==> src/rtl/hp2vga_pkg.sv <==
// rtl/hp2vga_pkg.sv - shared HP capture / VGA TX types and geometry
package hp2vga_pkg;

  localparam int BRAM_AW = 14;
  localparam int BRAM_DW = 8;

  localparam int DEF_H_ACTIVE = 512;
  localparam int DEF_V_ACTIVE = 256;
  localparam int DEF_H_OFFSET = 16;
  localparam int DEF_V_OFFSET = 4;

  typedef enum logic [2:0] {
    ST_IDLE,
    ST_VSKIP,
    ST_LWAIT,
    ST_HSKIP,
    ST_CAPTURE,
    ST_DONE
  } cap_state_t;

endpackage

==> src/rtl/hp_rx_capture_if.sv <==
// rtl/hp_rx_capture_if.sv - frame BRAM write port and frame status
interface hp_rx_capture_if;
  import hp2vga_pkg::*;

  logic [BRAM_AW-1:0] BRAM_WADDR;
  logic [BRAM_DW-1:0] BRAM_DIN;
  logic               BRAM_WE;
  logic               FRAME_SYNC;
  logic               FRAME_ERR;

  modport master (output BRAM_WADDR, BRAM_DIN, BRAM_WE, FRAME_SYNC, FRAME_ERR);
  modport slave  (input  BRAM_WADDR, BRAM_DIN, BRAM_WE, FRAME_SYNC, FRAME_ERR);

endinterface

==> src/rtl/hp_sync_edge.sv <==
// rtl/hp_sync_edge.sv - 2-flop synchroniser with a third flop for rising-edge detect
module hp_sync_edge (
  input  logic CLK,
  input  logic RST,
  input  logic async_in,
  output logic level,
  output logic rise
);

  logic [2:0] sync_q;

  always_ff @(posedge CLK) begin
    if (RST) sync_q <= '0;
    else     sync_q <= {sync_q[1:0], async_in};
  end

  assign level = sync_q[1];
  assign rise  = sync_q[1] & ~sync_q[2];

endmodule

==> src/rtl/hp_rx_capture.sv <==
// rtl/hp_rx_capture.sv - captures HP monochrome video into packed frame BRAM bytes
module hp_rx_capture
  import hp2vga_pkg::*;
#(
  parameter int H_ACTIVE = DEF_H_ACTIVE,
  parameter int V_ACTIVE = DEF_V_ACTIVE,
  parameter int H_OFFSET = DEF_H_OFFSET,
  parameter int V_OFFSET = DEF_V_OFFSET
) (
  input  logic CLK,
  input  logic RST,
  input  logic ENABLE,
  input  logic HP_DCLK,
  input  logic HP_HSYNC,
  input  logic HP_VSYNC,
  input  logic HP_VIDEO,
  hp_rx_capture_if.master bram
);

  localparam int LINE_BYTES = H_ACTIVE / 8;
  localparam int SKIP_MAX   = (H_OFFSET > V_OFFSET) ? H_OFFSET : V_OFFSET;
  localparam int PW         = $clog2(H_ACTIVE + 1);
  localparam int LW         = $clog2(V_ACTIVE + 1);
  localparam int SW         = $clog2(SKIP_MAX + 2);

  logic dclk_rise, hsync_rise, vsync_rise, video_lvl;
  logic dclk_lvl_unused, hsync_lvl_unused, vsync_lvl_unused, video_rise_unused;

  hp_sync_edge u_dclk  (.CLK(CLK), .RST(RST), .async_in(HP_DCLK),  .level(dclk_lvl_unused),  .rise(dclk_rise));
  hp_sync_edge u_hsync (.CLK(CLK), .RST(RST), .async_in(HP_HSYNC), .level(hsync_lvl_unused), .rise(hsync_rise));
  hp_sync_edge u_vsync (.CLK(CLK), .RST(RST), .async_in(HP_VSYNC), .level(vsync_lvl_unused), .rise(vsync_rise));
  hp_sync_edge u_video (.CLK(CLK), .RST(RST), .async_in(HP_VIDEO), .level(video_lvl),        .rise(video_rise_unused));

  cap_state_t         state_q, state_d;
  logic [LW-1:0]      line_q, line_d, line_next;
  logic [PW-1:0]      pix_q, pix_d, pix_next;
  logic [SW-1:0]      skip_q, skip_d, skip_next;
  logic [7:0]         shift_q, shift_d, shift_next;
  logic [BRAM_AW-1:0] waddr_q, waddr_d, addr_next;
  logic [BRAM_DW-1:0] din_q, din_d;
  logic               we_q, we_d, fsync_q, fsync_d, err_q, err_d;

  always_ff @(posedge CLK) begin
    if (RST) begin
      state_q <= ST_IDLE;
      line_q  <= '0;
      pix_q   <= '0;
      skip_q  <= '0;
      shift_q <= '0;
      waddr_q <= '0;
      din_q   <= '0;
      we_q    <= 1'b0;
      fsync_q <= 1'b0;
      err_q   <= 1'b0;
    end else begin
      state_q <= state_d;
      line_q  <= line_d;
      pix_q   <= pix_d;
      skip_q  <= skip_d;
      shift_q <= shift_d;
      waddr_q <= waddr_d;
      din_q   <= din_d;
      we_q    <= we_d;
      fsync_q <= fsync_d;
      err_q   <= err_d;
    end
  end

  always_comb begin
    state_d    = state_q;
    line_d     = line_q;
    pix_d      = pix_q;
    skip_d     = skip_q;
    shift_d    = shift_q;
    waddr_d    = waddr_q;
    din_d      = din_q;
    we_d       = 1'b0;
    fsync_d    = 1'b0;
    err_d      = err_q;
    line_next  = line_q + LW'(1);
    pix_next   = pix_q + PW'(1);
    skip_next  = skip_q + SW'(1);
    shift_next = {shift_q[6:0], video_lvl};
    addr_next  = BRAM_AW'(32'(line_q) * LINE_BYTES + 32'(pix_next >> 3) - 1);

    // A VSYNC edge outranks everything else, including a coincident HSYNC.
    if (vsync_rise && state_q != ST_IDLE) begin
      state_d = ST_VSKIP;
      line_d  = '0;
      skip_d  = '0;
      err_d   = 1'b1;
    end else begin
      case (state_q)
        ST_IDLE: begin
          if (vsync_rise && ENABLE) begin
            state_d = ST_VSKIP;
            line_d  = '0;
            skip_d  = '0;
          end
        end
        ST_VSKIP: begin
          if (hsync_rise) begin
            if (skip_next == SW'(V_OFFSET)) begin
              state_d = ST_HSKIP;
              skip_d  = '0;
            end else begin
              skip_d = skip_next;
            end
          end
        end
        ST_LWAIT: begin
          if (hsync_rise) begin
            state_d = ST_HSKIP;
            skip_d  = '0;
          end
        end
        ST_HSKIP: begin
          if (hsync_rise) begin
            skip_d = '0;
          end else if (dclk_rise) begin
            if (skip_next == SW'(H_OFFSET)) begin
              state_d = ST_CAPTURE;
              pix_d   = '0;
            end else begin
              skip_d = skip_next;
            end
          end
        end
        ST_CAPTURE: begin
          if (hsync_rise) begin
            // Short line: drop the partial byte and move on to the next line.
            err_d   = 1'b1;
            line_d  = line_next;
            skip_d  = '0;
            state_d = (line_next == LW'(V_ACTIVE)) ? ST_DONE : ST_HSKIP;
          end else if (dclk_rise) begin
            shift_d = shift_next;
            pix_d   = pix_next;
            if (pix_next[2:0] == 3'd0) begin
              we_d    = 1'b1;
              din_d   = shift_next;
              waddr_d = addr_next;
            end
            if (pix_next == PW'(H_ACTIVE)) begin
              line_d  = line_next;
              state_d = (line_next == LW'(V_ACTIVE)) ? ST_DONE : ST_LWAIT;
            end
          end
        end
        ST_DONE: begin
          fsync_d = 1'b1;
          state_d = ST_IDLE;
        end
        default: state_d = ST_IDLE;
      endcase
    end
  end

  assign bram.BRAM_WADDR = waddr_q;
  assign bram.BRAM_DIN   = din_q;
  assign bram.BRAM_WE    = we_q;
  assign bram.FRAME_SYNC = fsync_q;
  assign bram.FRAME_ERR  = err_q;

endmodule

==> src/flat_wrapper.sv <==
// flat-port wrapper written by rule: the top's interface ports become plain ports
module hp_rx_capture_flat import hp2vga_pkg::*;
#(
  parameter int H_ACTIVE = DEF_H_ACTIVE,
  parameter int V_ACTIVE = DEF_V_ACTIVE,
  parameter int H_OFFSET = DEF_H_OFFSET,
  parameter int V_OFFSET = DEF_V_OFFSET
)
  (CLK, RST, ENABLE, HP_DCLK, HP_HSYNC, HP_VSYNC, HP_VIDEO, bram_BRAM_WADDR, bram_BRAM_DIN, bram_BRAM_WE, bram_FRAME_SYNC, bram_FRAME_ERR);
  hp_rx_capture_if bram_i ();
  input  logic CLK;
  input  logic RST;
  input  logic ENABLE;
  input  logic HP_DCLK;
  input  logic HP_HSYNC;
  input  logic HP_VSYNC;
  input  logic HP_VIDEO;
  output wire logic [$bits(bram_i.BRAM_WADDR)-1:0] bram_BRAM_WADDR;
  output wire logic [$bits(bram_i.BRAM_DIN)-1:0] bram_BRAM_DIN;
  output wire logic [$bits(bram_i.BRAM_WE)-1:0] bram_BRAM_WE;
  output wire logic [$bits(bram_i.FRAME_SYNC)-1:0] bram_FRAME_SYNC;
  output wire logic [$bits(bram_i.FRAME_ERR)-1:0] bram_FRAME_ERR;
  assign bram_BRAM_WADDR = bram_i.BRAM_WADDR;
  assign bram_BRAM_DIN = bram_i.BRAM_DIN;
  assign bram_BRAM_WE = bram_i.BRAM_WE;
  assign bram_FRAME_SYNC = bram_i.FRAME_SYNC;
  assign bram_FRAME_ERR = bram_i.FRAME_ERR;
  hp_rx_capture #(.H_ACTIVE(H_ACTIVE), .V_ACTIVE(V_ACTIVE), .H_OFFSET(H_OFFSET), .V_OFFSET(V_OFFSET)) u_core (.CLK(CLK), .RST(RST), .ENABLE(ENABLE), .HP_DCLK(HP_DCLK), .HP_HSYNC(HP_HSYNC), .HP_VSYNC(HP_VSYNC), .HP_VIDEO(HP_VIDEO), .bram(bram_i));
endmodule
==> config.mk <==
export PLATFORM = sky130hd
export DESIGN_NAME = hp_rx_capture_flat
export DESIGN_NICKNAME = d
export VERILOG_FILES = /design/src/rtl/hp2vga_pkg.sv /design/src/rtl/hp_rx_capture_if.sv /design/src/rtl/hp_sync_edge.sv /design/src/rtl/hp_rx_capture.sv /design/src/flat_wrapper.sv
export SDC_FILE = /design/constraint.sdc
export NUM_CORES = 1
export LEC_CHECK = 0
export CAP_MARGIN = 30
export CORE_ASPECT_RATIO = 0.8
export CORE_UTILIZATION = 60
export DETAILED_ROUTE_END_ITERATION = 16
export GPL_ROUTABILITY_DRIVEN = 0
export GPL_TIMING_DRIVEN = 0
export PLACE_DENSITY_LB_ADDON = 0.05
export SETUP_SLACK_MARGIN = 0.02
export SYNTH_ARGS = -nofsm -noshare
export SYNTH_HDL_FRONTEND = slang
export SYNTH_SLANG_ARGS = --single-unit
export TNS_END_PERCENT = 5
==> constraint.sdc <==
create_clock -name CLK -period 5 [get_ports CLK]
set_clock_uncertainty 0.2 [all_clocks]
set_input_delay 1.5 -clock CLK [delete_from_list [all_inputs] [get_ports CLK]]
set_output_delay 1.5 -clock CLK [all_outputs]
set_load 0.02 [all_outputs]
==> results of run 1 <==
## critical path, stage by stage, from the launching register on
cell	delay, ps
dfxtp_1	530
ha_1	330
nand3_1	120
xor2_1	250
inv_1	130
fa_1	480
a211o_1	330
a31oi_1	280
or2_2	190
o21ai_0	100
xor2_1	160
a211oi_1	260
## registers in the layout (all words and copies together), names as in the netlist
signal                  cells
u_core.u_video.sync_q       2
u_core.state_q              3
u_core.pix_q               10
u_core.bram.FRAME_ERR       1
u_core.bram.BRAM_DIN        8
u_core.shift_q              7
u_core.line_q               9
u_core.bram.BRAM_WADDR     14
u_core.bram.FRAME_SYNC      1
u_core.u_hsync.sync_q       3
u_core.bram.BRAM_WE         1
u_core.u_vsync.sync_q       3
u_core.u_dclk.sync_q        3
u_core.skip_q               5
## power groups by stage
stage	registers [W]	clock network [W]	logic, W
floorplan	0.000594	0	0.000141
finish	0.000584	0.000508	0.000187
global route	0.000586	0.000538	0.000204
global placement	0.000596	0	0.000177
detailed placement	0.000596	0	0.000182
CTS	0.000583	0.000512	0.000182
## final timing paths
kind | startpoint | end | slack, ps | cells past startpoint
hold reg to reg | u_core.u_vsync.sync_q[0] | u_core.u_vsync.sync_q[1] | 240 | 1
hold / removal | u_core.u_vsync.sync_q[0] | u_core.u_vsync.sync_q[1] | 240 | 1
setup / recovery | u_core.pix_q[0] | u_core.bram.BRAM_WADDR[13] | 1530 | 11
setup reg to reg | u_core.pix_q[0] | u_core.bram.BRAM_WADDR[13] | 1530 | 11
## cells in the final DEF, fill, tap and decap left out, types with 10 or more instances in the layout
cell type / Yosys / layout
xor2_1: 10 / 10
clkbuf_1: 18 / 18
nand4_1: 12 / 12
xnor2_1: 12 / 12
inv_1: 14 / 14
clkdlybuf4s50_1: 0 / 31
ha_1: 25 / 25
a21oi_1: 54 / 54
nor2b_1: 20 / 20
nand3_1: 24 / 24
o21ai_0: 16 / 16
dfxtp_1: 70 / 70
nand2_1: 71 / 71
nor2_1: 26 / 26
## kinds of logic (layout without fill, tap and decap cells)
family,Yosys count,in the layout,synth area share
AOI/OAI and AO/OA,114,114,0.189
xor gates and xnor gates,22,22,0.0496
adders and majority gates,26,26,0.0857
buffers and inverters,37,84,0.0390
DFF,70,70,0.361
muxes,5,5,0.0129
and+or+nand+nor,199,199,0.263
## routing by layer
metal	up-vias	track usage	routed length, um
li1	1765	-	-
met1	1684	0.395	4520
met2	116	0.468	4090
met3	11	0.0757	530
met4	0	0.0729	124
met5	-	0	0
## metrics by stage
| step | cells | total power [W] | setup WS [ps] |
|---|---|---|---|
| final | 601 | 0.00128 | 1530 |
| after global routing | 601 | 0.00133 | 1310 |
| after CTS | 601 | 0.00128 | 1560 |
| after detailed placement | 585 | 0.000778 | 1310 |
| after global placement | 585 | 0.000773 | 1350 |
| after floorplan | 473 | 0.000735 | 2080 |
## area by class of cell
| cell class | instances | share of cell area |
|---|---|---|
| buffer | 23 | 0.0219 |
| clock buffer | 9 | 0.0274 |
| clock inverter | 7 | 0.0216 |
| inverter | 14 | 0.0116 |
| multi-input combinational | 366 | 0.516 |
| sequential | 70 | 0.310 |
| tap | 81 | 0.0224 |
| timing repair buffer | 31 | 0.0687 |
==> flow_metrics.py, run 1 <==
metrics = {
    "timing": {
        "tightest_slew_ps": 722,
        "min_period_ps": 3470,
        "grt_setup_unrepaired": "false",
        "hold_ws_ps": 243,
        "hold_viol_final": 0,
        "tns_ps": 0,
        "setup_viol": 0,
        "max_slew_margin": 0.512,
        "fmax_mhz": 288,
        "post-route-period-util": 0.695,
        "maxSlewViolCount": 0,
    },
    "logic_synthesis": {
        "yosysUniqueCellTypes": 62,
        "syn_nets": 506,
        "syn-mean-instance-area_um2": 8.21,
        "synth_top_area_frac": 0.361,
        "ys_ff_latch": 70,
        "syn_area_mm2": 0.00388,
        "synthFlopType": "dfxtp_1",
        "yosys_warnings": 0,
        "synthArstFlopShare": 0,
        "yosys-top-cells-area": "dfxtp_1, ha_1, a21oi_1",
        "ys_seq_area_frac": 0.361,
        "synth-edff-count": 0,
        "synth.most_common_cell": "nand2_1",
        "yosys.area.top_type": "dfxtp_1",
        "synth_commonest_cells": "nand2_1, dfxtp_1, a21oi_1, nor2_1, ha_1",
        "synth_cells": 473,
    },
    "setup_path": {
        "path_max_fanout": 9,
        "cp-end-kind": "flip-flop",
        "cp-start-kind": "flip-flop",
        "arrival_ps": 3530,
        "required_ps": 5050,
        "worstSetupPathType": "flip-flop to flip-flop",
    },
    "drt": {
        "vias_per_cell": 5.95,
        "wl_per_cell_um": 15.4,
        "wl_um": 9270,
        "postRouteAntennaNets": 0,
        "drtIter0Drc": 299,
        "vias": 3576,
        "firstDrtPassIters": 5,
        "drc": 0,
    },
    "power": {
        "p_comb_frac": 0.146,
        "peakVddDrop_mv": 0.197,
        "switching_share": 0.277,
        "p_leak_nw": 1.68,
        "p_sw_w": 0.000355,
        "p_seq_frac": 0.457,
        "cell_internal_pwr_w": 0.000924,
        "powerDensity_mw_per_mm2": 283,
        "clkPwrFrac": 0.397,
    },
    "cts": {
        "cts_inserted_buffers": 9,
        "cts_buffer_depth": 2,
        "cts_setup_buffers": 0,
        "cts_resized": 0,
        "htreeDepth": 3,
        "clk_pin_slew_ps": 80,
        "clock-sinks": 70,
        "tritoncts": "yes",
        "root_buffer": "clkbuf_8",
        "cts_hold_repair.buffers": 0,
        "clk_latency_ps": 350,
    },
    "floorplan": {
        "dieArea_mm2": 0.00680,
        "io_pins": 32,
        "dieWidth_um": 92.0,
        "core_area_mm2": 0.00607,
        "start_util": 0.640,
        "die_height_um": 74.0,
        "num_rows": 25,
    },
    "layout": {
        "multi_input_area_mm2": 0.00233,
        "postLayoutCoreUtil": 0.745,
        "antennaDiodeCount": 0,
        "syn2layout_area_growth_pct": 16.3,
        "nNetsFinal": 548,
        "regArea_mm2": 0.00140,
        "drive_gt1_frac": 0.0596,
        "final_area_mm2": 0.00452,
        "nFillCells": 490,
    },
    "global_routing": {
        "antenna_found_initial": 0,
        "grtUsageTotal": 0.291,
        "grt_pass1_vias": 3206,
        "grt_pass1_wl_um": 15300,
        "grt_max_degree": 14,
        "grt_overflow": 0,
    },
    "run": {
        "cap_violations": 0,
    },
    "place": {
        "dp_hpwl_um": 6790,
        "placed_area_mm2": 0.00430,
        "portBuffers": 31,
    },
    "status": {
        "status": "completed",
    },
    "min_path": {
        "hold_class": "flip-flop to flip-flop",
    },
}
Note: power is estimated with default switching activity, not from simulation.
==> run 2, diff against run 1 <==
- CORE_UTILIZATION: 60 -> 58
- clock period: 5 -> 3.5 ns (I/O delays scaled with it)
==> flow_metrics.py, run 2 (synthesis results as in run 1) <==
metrics = {
    "floorplan": {
        "die_height_um": 75.2,
        "io_pins": 32,
        "core_area_mm2": 0.00644,
        "start_util": 0.603,
        "dieArea_mm2": 0.00703,
        "num_rows": 26,
        "dieWidth_um": 93.5,
    },
    "cts": {
        "clock-sinks": 70,
        "cts_setup_buffers": 0,
        "htreeDepth": 3,
        "cts_inserted_buffers": 9,
        "tritoncts": "yes",
        "clk_latency_ps": 350,
        "cts_resized": 0,
        "clk_pin_slew_ps": 80,
        "cts_buffer_depth": 2,
        "root_buffer": "clkbuf_8",
        "cts_hold_repair.buffers": 0,
    },
    "min_path": {
        "hold_class": "flip-flop to flip-flop",
        "hold_path.startpoint": "u_core.u_dclk.sync_q[0]",
        "hold_depth": 1,
        "min_to": "u_core.u_dclk.sync_q[1]",
    },
    "drt": {
        "drc": 0,
        "wl_um": 8980,
        "vias_per_cell": 5.89,
        "drtIter0Drc": 262,
        "vias": 3558,
        "firstDrtPassIters": 5,
        "wl_per_cell_um": 14.9,
        "postRouteAntennaNets": 0,
    },
    "layout": {
        "drive_gt1_frac": 0.0558,
        "largest_reg_flops": 14,
        "final_cell_mix": "nand2_1, dfxtp_1, a21oi_1",
        "layout_commonest_cell": "nand2_1",
        "layout.cells.non_filler": 604,
        "antennaDiodeCount": 0,
        "syn2layout_area_growth_pct": 16.2,
        "nNetsFinal": 548,
    },
    "power": {
        "peakVddDrop_mv": 0.302,
        "clkPwrFrac": 0.398,
        "cell_internal_pwr_w": 0.00134,
        "switching_share": 0.266,
        "p_leak_nw": 1.69,
        "p_seq_frac": 0.459,
        "p_sw_w": 0.000485,
        "p_comb_frac": 0.143,
        "powerDensity_mw_per_mm2": 403,
    },
    "run": {
        "cap_violations": 0,
    },
    "timing": {
        "max_slew_margin": 0.388,
        "post-route-period-util": 0.941,
        "min_period_ps": 3290,
        "maxSlewViolCount": 0,
        "worst_slack_ps": 208,
        "tightest_slew_ps": 906,
        "tns_ps": 0,
        "grt_setup_unrepaired": "false",
        "fmax_mhz": 304,
        "hold_viol_final": 0,
        "setup_viol": 0,
    },
    "status": {
        "status": "completed",
    },
    "setup_path": {
        "cp-end-kind": "flip-flop",
        "worstSetupPathType": "flip-flop to flip-flop",
        "reg2reg_from": "u_core.pix_q[0]",
        "cp-start-kind": "flip-flop",
        "regToRegSetupSlack_ps": 210,
        "critical-path-max-stage-delay_ps": 490,
        "required_ps": 3570,
        "path_common_cell": "xor2_1",
        "cp_cell_sequence": "ha_1 -> nand3_1 -> xor2_1 -> inv_1 -> fa_1 -> a211o_1 -> a31oi_1 -> or2_2 -> o21ai_0 -> xor2_1 -> a211oi_1",
        "rr_worst_depth": 11,
        "arrival_ps": 3360,
        "path_max_fanout": 9,
        "reg2reg_to": "u_core.bram.BRAM_WADDR[13]",
        "slowest_stage": "dfxtp_1",
    },
    "place": {
        "dp_hpwl_um": 6570,
        "placed_cells": 588,
        "dpl_worst_slack_ps": 170,
        "portBuffers": 31,
    },
    "global_routing": {
        "grtUsageTotal": 0.280,
        "grt_max_degree": 12,
        "grt_pass1_wl_um": 15100,
        "grt_pass1_vias": 3106,
        "antenna_found_initial": 0,
        "grt_overflow": 0,
    },
}
## run 2: cell count changes in the layout (fill, tap and decap cells not counted), sizes merged
cell      delta
inv          -1
clkinvlp     -2
clkbuf       +3
## run 2: worst max-delay path by stage
stage / start / endpoint / slack, ps / cells after the start
final: u_core.pix_q[0] / u_core.bram.BRAM_WADDR[13] / 210 / 11
after global routing: u_core.pix_q[0] / u_core.bram.BRAM_WADDR[13] / 30 / 11
after CTS: u_core.pix_q[0] / u_core.bram.BRAM_WADDR[13] / 230 / 11
after detailed placement: RST / u_core.shift_q[4] / 170 / 5
after global placement: RST / u_core.bram.BRAM_DIN[7] / 240 / 5
after floorplan: u_core.pix_q[0] / u_core.bram.BRAM_WADDR[13] / 580 / 11
## run 2: layout make-up
type                    instances  area (um^2)
clock buffers                  12          145
plain buffers                  23         98.8
inverters                      14         52.6
well taps                      84          105
clock inverters                 4         70.1
fillers                       526         1930
multi-input cells             366         2330
flip-flops and latches         70         1400
repair buffers                 31          310
## run 2: metal layers
layer  track usage  routed length [um]  up-vias
li1              -                   -     1766
met1         0.399                4360     1655
met2         0.426                3840      125
met3        0.0586                 660       12
met4        0.0940                 120        0
met5             0                   0        -
## run 2: stage by stage
step                       util  power (W)  hold WS, ps  area (um^2)
final                     0.701    0.00182          234         4520
after global routing      0.701    0.00189          255         4520
after CTS                 0.701    0.00182          238         4520
after detailed placement  0.668    0.00111          224         4300
after global placement    0.668    0.00110          216         4300
after floorplan               -    0.00105          214         3880
## run 2: power groups by stage
stage | Sequential [W] | Clock (W) | Combinational [W]
after floorplan | 0.000849 | 0 | 0.000201
final | 0.000836 | 0.000724 | 0.000261
after CTS | 0.000834 | 0.000733 | 0.000256
after detailed placement | 0.000853 | 0 | 0.000255
after global routing | 0.000837 | 0.000764 | 0.000293
after global placement | 0.000852 | 0 | 0.000252
## run 2: worst max-delay path: cells and delay by family, from the launching register on
family / cells / cell delay, ps
fa+ha+maj: 2 / 800
buf+inv: 1 / 140
simple gates: 2 / 300
compound gates: 4 / 900
xor+xnor: 2 / 390
flops: 1 / 490
==> RTL edit 1, RTL diff (config.mk and constraints of run 2) <==
Set the package constant `DEF_V_OFFSET` to 8 (it was 4).
--- a/src/rtl/hp2vga_pkg.sv
+++ b/src/rtl/hp2vga_pkg.sv
@@ -7,7 +7,7 @@
   localparam int DEF_H_ACTIVE = 512;
   localparam int DEF_V_ACTIVE = 256;
   localparam int DEF_H_OFFSET = 16;
-  localparam int DEF_V_OFFSET = 4;
+  localparam int DEF_V_OFFSET = 8;
 
   typedef enum logic [2:0] {
     ST_IDLE,
Behaviour: no difference found for any inputs over 10 cycles, from zero or initial values and one cycle with RST high; that may be too few to reach the edited logic, so the function may still have changed.
==> RTL edit 1 against run 2 <==
Die area is 1.3% lower; critical path type unchanged; wire length is 5.7% lower; worst setup slack worse by 0.035 ns; area after synthesis is 1.3% lower; design area is 0.78% lower; sequential cell count stayed put; power is 6.4% lower; worst hold slack better by 0.0057 ns; synthesized cell count is 2.1% lower.
==> RTL edit 1: results (changes against run 2) <==
Drt
  • Metal1 wirelength: 4.16 mm (-4.6%)
  • Drt first-iter violations: 169 (-35%)
  • Wire per inst: 14.3 microns (-4.1%)
  • WL met2: 3.82 mm (-0.47%)
  • Vias post-DR: 3324 (-6.6%)
  • DRT Wirelength: 8.47 mm (-5.7%)
  • Routed met3 length: 401 microns (-39%)
  • Max layer used: met4
  • First drt pass iteration count: 5 (unchanged)

Power
  • LEAKAGE: 1.69 nW (about the same)
  • Maximum vdd drop: 0.259 mV (-14%)
  • Sw frac: 0.270 (+0.00432)

Place
  • Placed inst area: 0.00424 sq mm (-1.4%)
  • Cells after DPL: 577 (-1.9%)
  • PortBufs: 30 (-3.2%)
  • Post-DP HPWL: 6.16 mm (-6.2%)

Logic synthesis
  • Top post-synthesis cells by count: dfxtp_1 (70), nand2_1 (66), nor2_1 (58), a21oi_1 (34), ha_1 (26)
  • Synth Instances: 463 (-2.1%)
  • Post-Syn Nets: 497 (-1.8%)
  • Synth area leaders: dfxtp_1 (37%), ha_1 (8.5%), nand2_1 (6.5%)
  • Yosys warning total: 0 (unchanged)
  • Netlist cell types: 53 (-15%)
  • Asr flop ratio synth: 0 (unchanged)
  • Post-synth EDFFs: 0 (unchanged)
  • Post-synthesis sequential area ratio: 0.365 (+0.00471)
  • Top FF cell, synth: dfxtp_1

Cells and area
  • Layout cell share with drive strength beyond 1: 0.0745 (+0.0187)
  • Nets: 540 (-1.5%)
  • Diodes inserted: 0 (unchanged)
  • Max FFs per register: 14 (unchanged)

Hold path
  • Hold Path Stages: 1 (unchanged)
  • Worst Hold End: u_core.u_hsync.sync_q[1]
  • Beginning of the worst hold path: u_core.u_hsync.sync_q[0]
  • Hold Path Class: flip-flop to flip-flop

STA
  • Worst slew pin tran: 0.828 ns (-0.0776 ns)

Worst setup path
  • CP Max Fanout: 5 (-4)
  • Arrival @ worst endpoint: 3.39 ns (+0.03 ns)
  • Reg2reg setup slack: 0.17 ns (-0.03 ns)
  • R2R Path Start: u_core.pix_q[3]
  • Worst r2r path cells: 11 (unchanged)
  • FF-to-FF End: u_core.bram.BRAM_WADDR[13]

Global route
  • Gr usage total: 0.259 (-0.0217)
  • Global routing met1 resource utilization: 0.353 (-0.0459)
  • Largest net degree at the start of global routing: 12 (unchanged)
  • First-pass GRT wire length: 14.0 mm (-7.4%)
  • Met2 Usage GRT: 0.413 (-0.0123)
  • Initial antenna violation count: 0 (unchanged)
  • Number of global-route vias before repair: 2949 (-5.1%)
  • Grt met3 use: 0.0667 (+0.00808)

Clock network
  • H-tree depth: 3 (unchanged)
  • CTS Root Cell: clkbuf_8
  • Clock latency on the worst-skew pair: 0.35 ns (about the same)
  • Postcts setup bufs: 1 (+1)
  • Deepest clock path buffer count: 2 (unchanged)
  • Number of buffers created by CTS: 9 (unchanged)
  • PostCTS Resize Cnt: 1 (+1)

Status
  • Status: finished, final reports clean
RTL edit 1: logic make-up (layout without fill, tap and decap cells):
| family | Yosys count | count (layout) | share of synthesized area |
|---|---|---|---|
| AND/OR/NAND/NOR | 194 | 194 | 0.240 |
| AO/OA/AOI/OAI | 88 | 88 | 0.150 |
| flip-flops | 70 | 70 | 0.365 |
| buffers and inverters | 36 | 83 | 0.0369 |
| adder cells (fa/ha/maj) | 27 | 27 | 0.0900 |
| XOR/XNOR | 26 | 26 | 0.0594 |
| multiplexers | 22 | 22 | 0.0577 |
RTL edit 1: power groups by stage:
stage	logic (W)	clock network, W	registers, W
3_5_place_dp	0.000234	0	0.000842
2_1_floorplan	0.000180	0	0.000841
4_1_cts	0.000237	0.000647	0.000825
6_report	0.000241	0.000639	0.000825
3_3_place_gp	0.000231	0	0.000842
5_1_grt	0.000270	0.000681	0.000827
RTL edit 1: per-stage QoR:
| stage | hold WS, ns | setup slack (ns) | power (W) | setup TNS [ns] |
|---|---|---|---|---|
| finish | 0.240 | 0.173 | 0.00170 | 0 |
| global route | 0.258 | 0.0116 | 0.00178 | 0 |
| CTS | 0.245 | 0.0453 | 0.00171 | 0 |
| detailed placement | 0.228 | -0.0309 | 0.00108 | -0.0435 |
| global placement | 0.218 | 0.0638 | 0.00107 | 0 |
| floorplan | 0.214 | 0.475 | 0.00102 | 0 |
RTL edit 1: how the worst max path moves through the flow:
stage	start	endpoint	slack (ns)
4_1_cts	u_core.pix_q[0]	u_core.bram.BRAM_WADDR[11]	0.05
6_report	u_core.pix_q[3]	u_core.bram.BRAM_WADDR[13]	0.17
3_5_place_dp	u_core.pix_q[0]	u_core.bram.BRAM_WADDR[11]	-0.03
5_1_grt	u_core.pix_q[1]	u_core.bram.BRAM_WADDR[13]	0.01
3_3_place_gp	u_core.pix_q[0]	u_core.bram.BRAM_WADDR[13]	0.06
2_1_floorplan	u_core.pix_q[0]	u_core.bram.BRAM_WADDR[13]	0.48
RTL edit 1: critical path: stages (launching register included):
cell and delay [ns]:
dfxtp_1 0.41, and4_1 0.29, nand4_1 0.12, xor2_1 0.37
or2b_1 0.27, ha_1 0.22, or4_1 0.54, a21oi_2 0.22
o31ai_1 0.11, a21oi_1 0.18, xnor2_1 0.09, a211oi_1 0.22
RTL edit 1: final cells by class:
| type | count | area, sq um |
|---|---|---|
| inverters | 17 | 63.8 |
| fillers | 526 | 1900 |
| well taps | 84 | 105 |
| multi-input cells | 357 | 2330 |
| repair buffers | 32 | 315 |
| clock buffers | 11 | 141 |
| clock inverters | 4 | 47.5 |
| flip-flops and latches | 70 | 1400 |
| plain buffers | 19 | 77.6 |
==> RTL edit 2, RTL diff (settings of run 2) <==
Made on the original files. The 6 states of `cap_state_t` get a Gray code encoding in 3 bits.
--- a/src/rtl/hp2vga_pkg.sv
+++ b/src/rtl/hp2vga_pkg.sv
@@ -10,12 +10,12 @@
   localparam int DEF_V_OFFSET = 4;
 
   typedef enum logic [2:0] {
-    ST_IDLE,
-    ST_VSKIP,
-    ST_LWAIT,
-    ST_HSKIP,
-    ST_CAPTURE,
-    ST_DONE
+    ST_IDLE    = 3'b000,
+    ST_VSKIP   = 3'b001,
+    ST_LWAIT   = 3'b011,
+    ST_HSKIP   = 3'b010,
+    ST_CAPTURE = 3'b110,
+    ST_DONE    = 3'b111
   } cap_state_t;
 
 endpackage
Check against the original RTL: same outputs for any inputs over 10 cycles, from zero or initial values and one cycle with RST high; not proved beyond that.
==> RTL edit 2 against run 2 <==
Die area increased by 4.7%; sequential cell count is the same; worst hold slack gained 0.0097 ns; area after synthesis is 4.9% higher; count of clock-buffer cells in the layout fell by 3; design area up 5.7%; worst setup slack worse by 0.048 ns; wire length increased by 7.5%; via count is 4.3% higher; highest routed layer unchanged.
Power is not compared: it rests on default switching activity, and its combinational part moved more than twofold at a synthesized area within 25%.
==> RTL edit 2: results (changes against run 2) <==
Logic synthesis
  • Synth Area in Adders: 0.0817 (-0.00397)
  • Top post-synthesis cells by count: dfxtp_1 (70), nand2_1 (58), a21oi_1 (42), nor2_1 (36), ha_1 (25)
  • Post-synthesis compound-gate area fraction: 0.209 (+0.0192)
  • Netlist cell types: 72 (+16%)
  • Multiplexer area fraction after synthesis: 0.0221 (+0.00923)
  • Syn Area/Cell: 8.37 sq um (+1.8%)
  • Yosys warning total: 0 (unchanged)
  • Synth area leaders: dfxtp_1 (34%), ha_1 (7.7%), nand2_1 (5.3%)
  • Asr flop ratio synth: 0 (unchanged)
  • Synth Area in XOR/XNOR: 0.0408 (-0.00875)
  • Post-Syn Nets: 520 (+2.8%)
  • Top FF cell, synth: dfxtp_1
  • Post-synthesis sequential area ratio: 0.344 (-0.0167)

Global route
  • First-pass GRT wire length: 15.9 mm (+5.4%)
  • Number of global-route vias before repair: 3422 (+10%)
  • Gr usage total: 0.277 (-0.00373)
  • Largest net degree at the start of global routing: 14 (+2)
  • Initial antenna violation count: 0 (unchanged)

Drt
  • First drt pass iteration count: 6 (+1)
  • Drt first-iter violations: 218 (-17%)
  • DRT Wirelength: 9.66 mm (+7.5%)
  • Routed met3 length: 689 microns (+4.4%)
  • Metal1 wirelength: 4.66 mm (+6.9%)
  • Via/cell ratio: 6.00 (+1.8%)
  • WL met2: 4.20 mm (+9.2%)

Place
  • Cells after DPL: 601 (+2.2%)
  • PortBufs: 30 (-3.2%)
  • Pre-CTS setup slack: -0.0103 ns (-0.180 ns)
  • Post-DP HPWL: 6.93 mm (+5.5%)

Worst setup path
  • Worst r2r path cells: 12 (+1)
  • Delay of the slowest cell on the worst path: 0.37 ns (-0.12 ns)
  • Reg2reg setup slack: 0.16 ns (-0.05 ns)
  • Crit path to: u_core.bram.BRAM_WADDR[10]
  • Arrival @ worst endpoint: 3.39 ns (+0.03 ns)
  • R2R Path Start: u_core.pix_q[0]
  • CP Max Fanout: 5 (-4)
  • Critical-path top delay cell: dfxtp_2

Power
  • Maximum vdd drop: 0.284 mV
  • Comb power: 0.000124 W
  • LEAKAGE: 1.78 nW
  • Internal power: 0.00118 W

Hold path
  • Hold Path Class: flip-flop to flip-flop

Cells and area
  • Non-filler cells, final: 619 (+2.5%)
  • Diodes inserted: 0 (unchanged)
  • Nets: 563 (+2.7%)
  • Layout cell share with drive strength beyond 1: 0.127 (+0.0713)
  • Max FFs per register: 14 (unchanged)
  • # fillers: 539 (+2.5%)

Clock network
  • H-tree depth: 3 (unchanged)
  • Deepest clock path buffer count: 2 (unchanged)
  • Worst-path clk slew: 0.08 ns (about the same)
  • Number of buffers created by CTS: 9 (unchanged)
  • CTS Root Cell: clkbuf_8

STA
  • Fin crit share: 0.954 (+0.0137)
  • Worst slew pin tran: 0.616 ns (-0.289 ns)

Status
  • Status: finished, final reports clean
-- RTL edit 2: critical path: cells and delay by family, from the launching register on --
family                     cells  cell delay [ns]
AOI/OAI and AO/OA              3             0.62
muxes                          1             0.15
xor gates and xnor gates       1             0.33
buffers and inverters          1             0.18
and+or+nand+nor                4             0.90
adders and majority gates      2             0.49
DFF                            1             0.37
-- RTL edit 2: final cells by class --
class                           count  area share
Multi-Input combinational cell    376       0.541
Sequential cell                    70       0.295
Timing Repair Buffer               32      0.0661
Clock buffer                        9      0.0260
Tap cell                           84      0.0220
Buffer                             24      0.0212
Clock inverter                      7      0.0152
Inverter                           17      0.0134
-- RTL edit 2: how the worst min path moves through the flow --
stage / endpoint / slack, ns / depth (start not counted)
after detailed placement: u_core.u_vsync.sync_q[1] / 0.23 / 1
after floorplan: u_core.u_dclk.sync_q[1] / 0.21 / 1
final: u_core.u_dclk.sync_q[1] / 0.24 / 1
after global placement: u_core.u_dclk.sync_q[1] / 0.22 / 1
after CTS: u_core.u_vsync.sync_q[1] / 0.25 / 1
after global routing: u_core.u_dclk.sync_q[1] / 0.26 / 1
-- RTL edit 2: what timing repair did --
action	CTS	global route
pin swaps	0	4
resized for setup	1	18
buffers inserted	0	2
setup endpoints to repair	3	5
gates cloned	0	0
-- RTL edit 2: metal layers --
layer | vias to the layer above | global-route usage
met5 | - | 0
li1 | 1835 | -
met2 | 119 | 0.399
met4 | 0 | 0.0910
met1 | 1739 | 0.396
met3 | 19 | 0.0734
-- RTL edit 2: stage by stage --
| stage | hold slack [ns] | area, sq um |
|---|---|---|
| after floorplan | 0.214 | 4070 |
| after global placement | 0.220 | 4480 |
| after detailed placement | 0.234 | 4480 |
| after CTS | 0.251 | 4690 |
| after global routing | 0.261 | 4770 |
| final | 0.244 | 4770 |
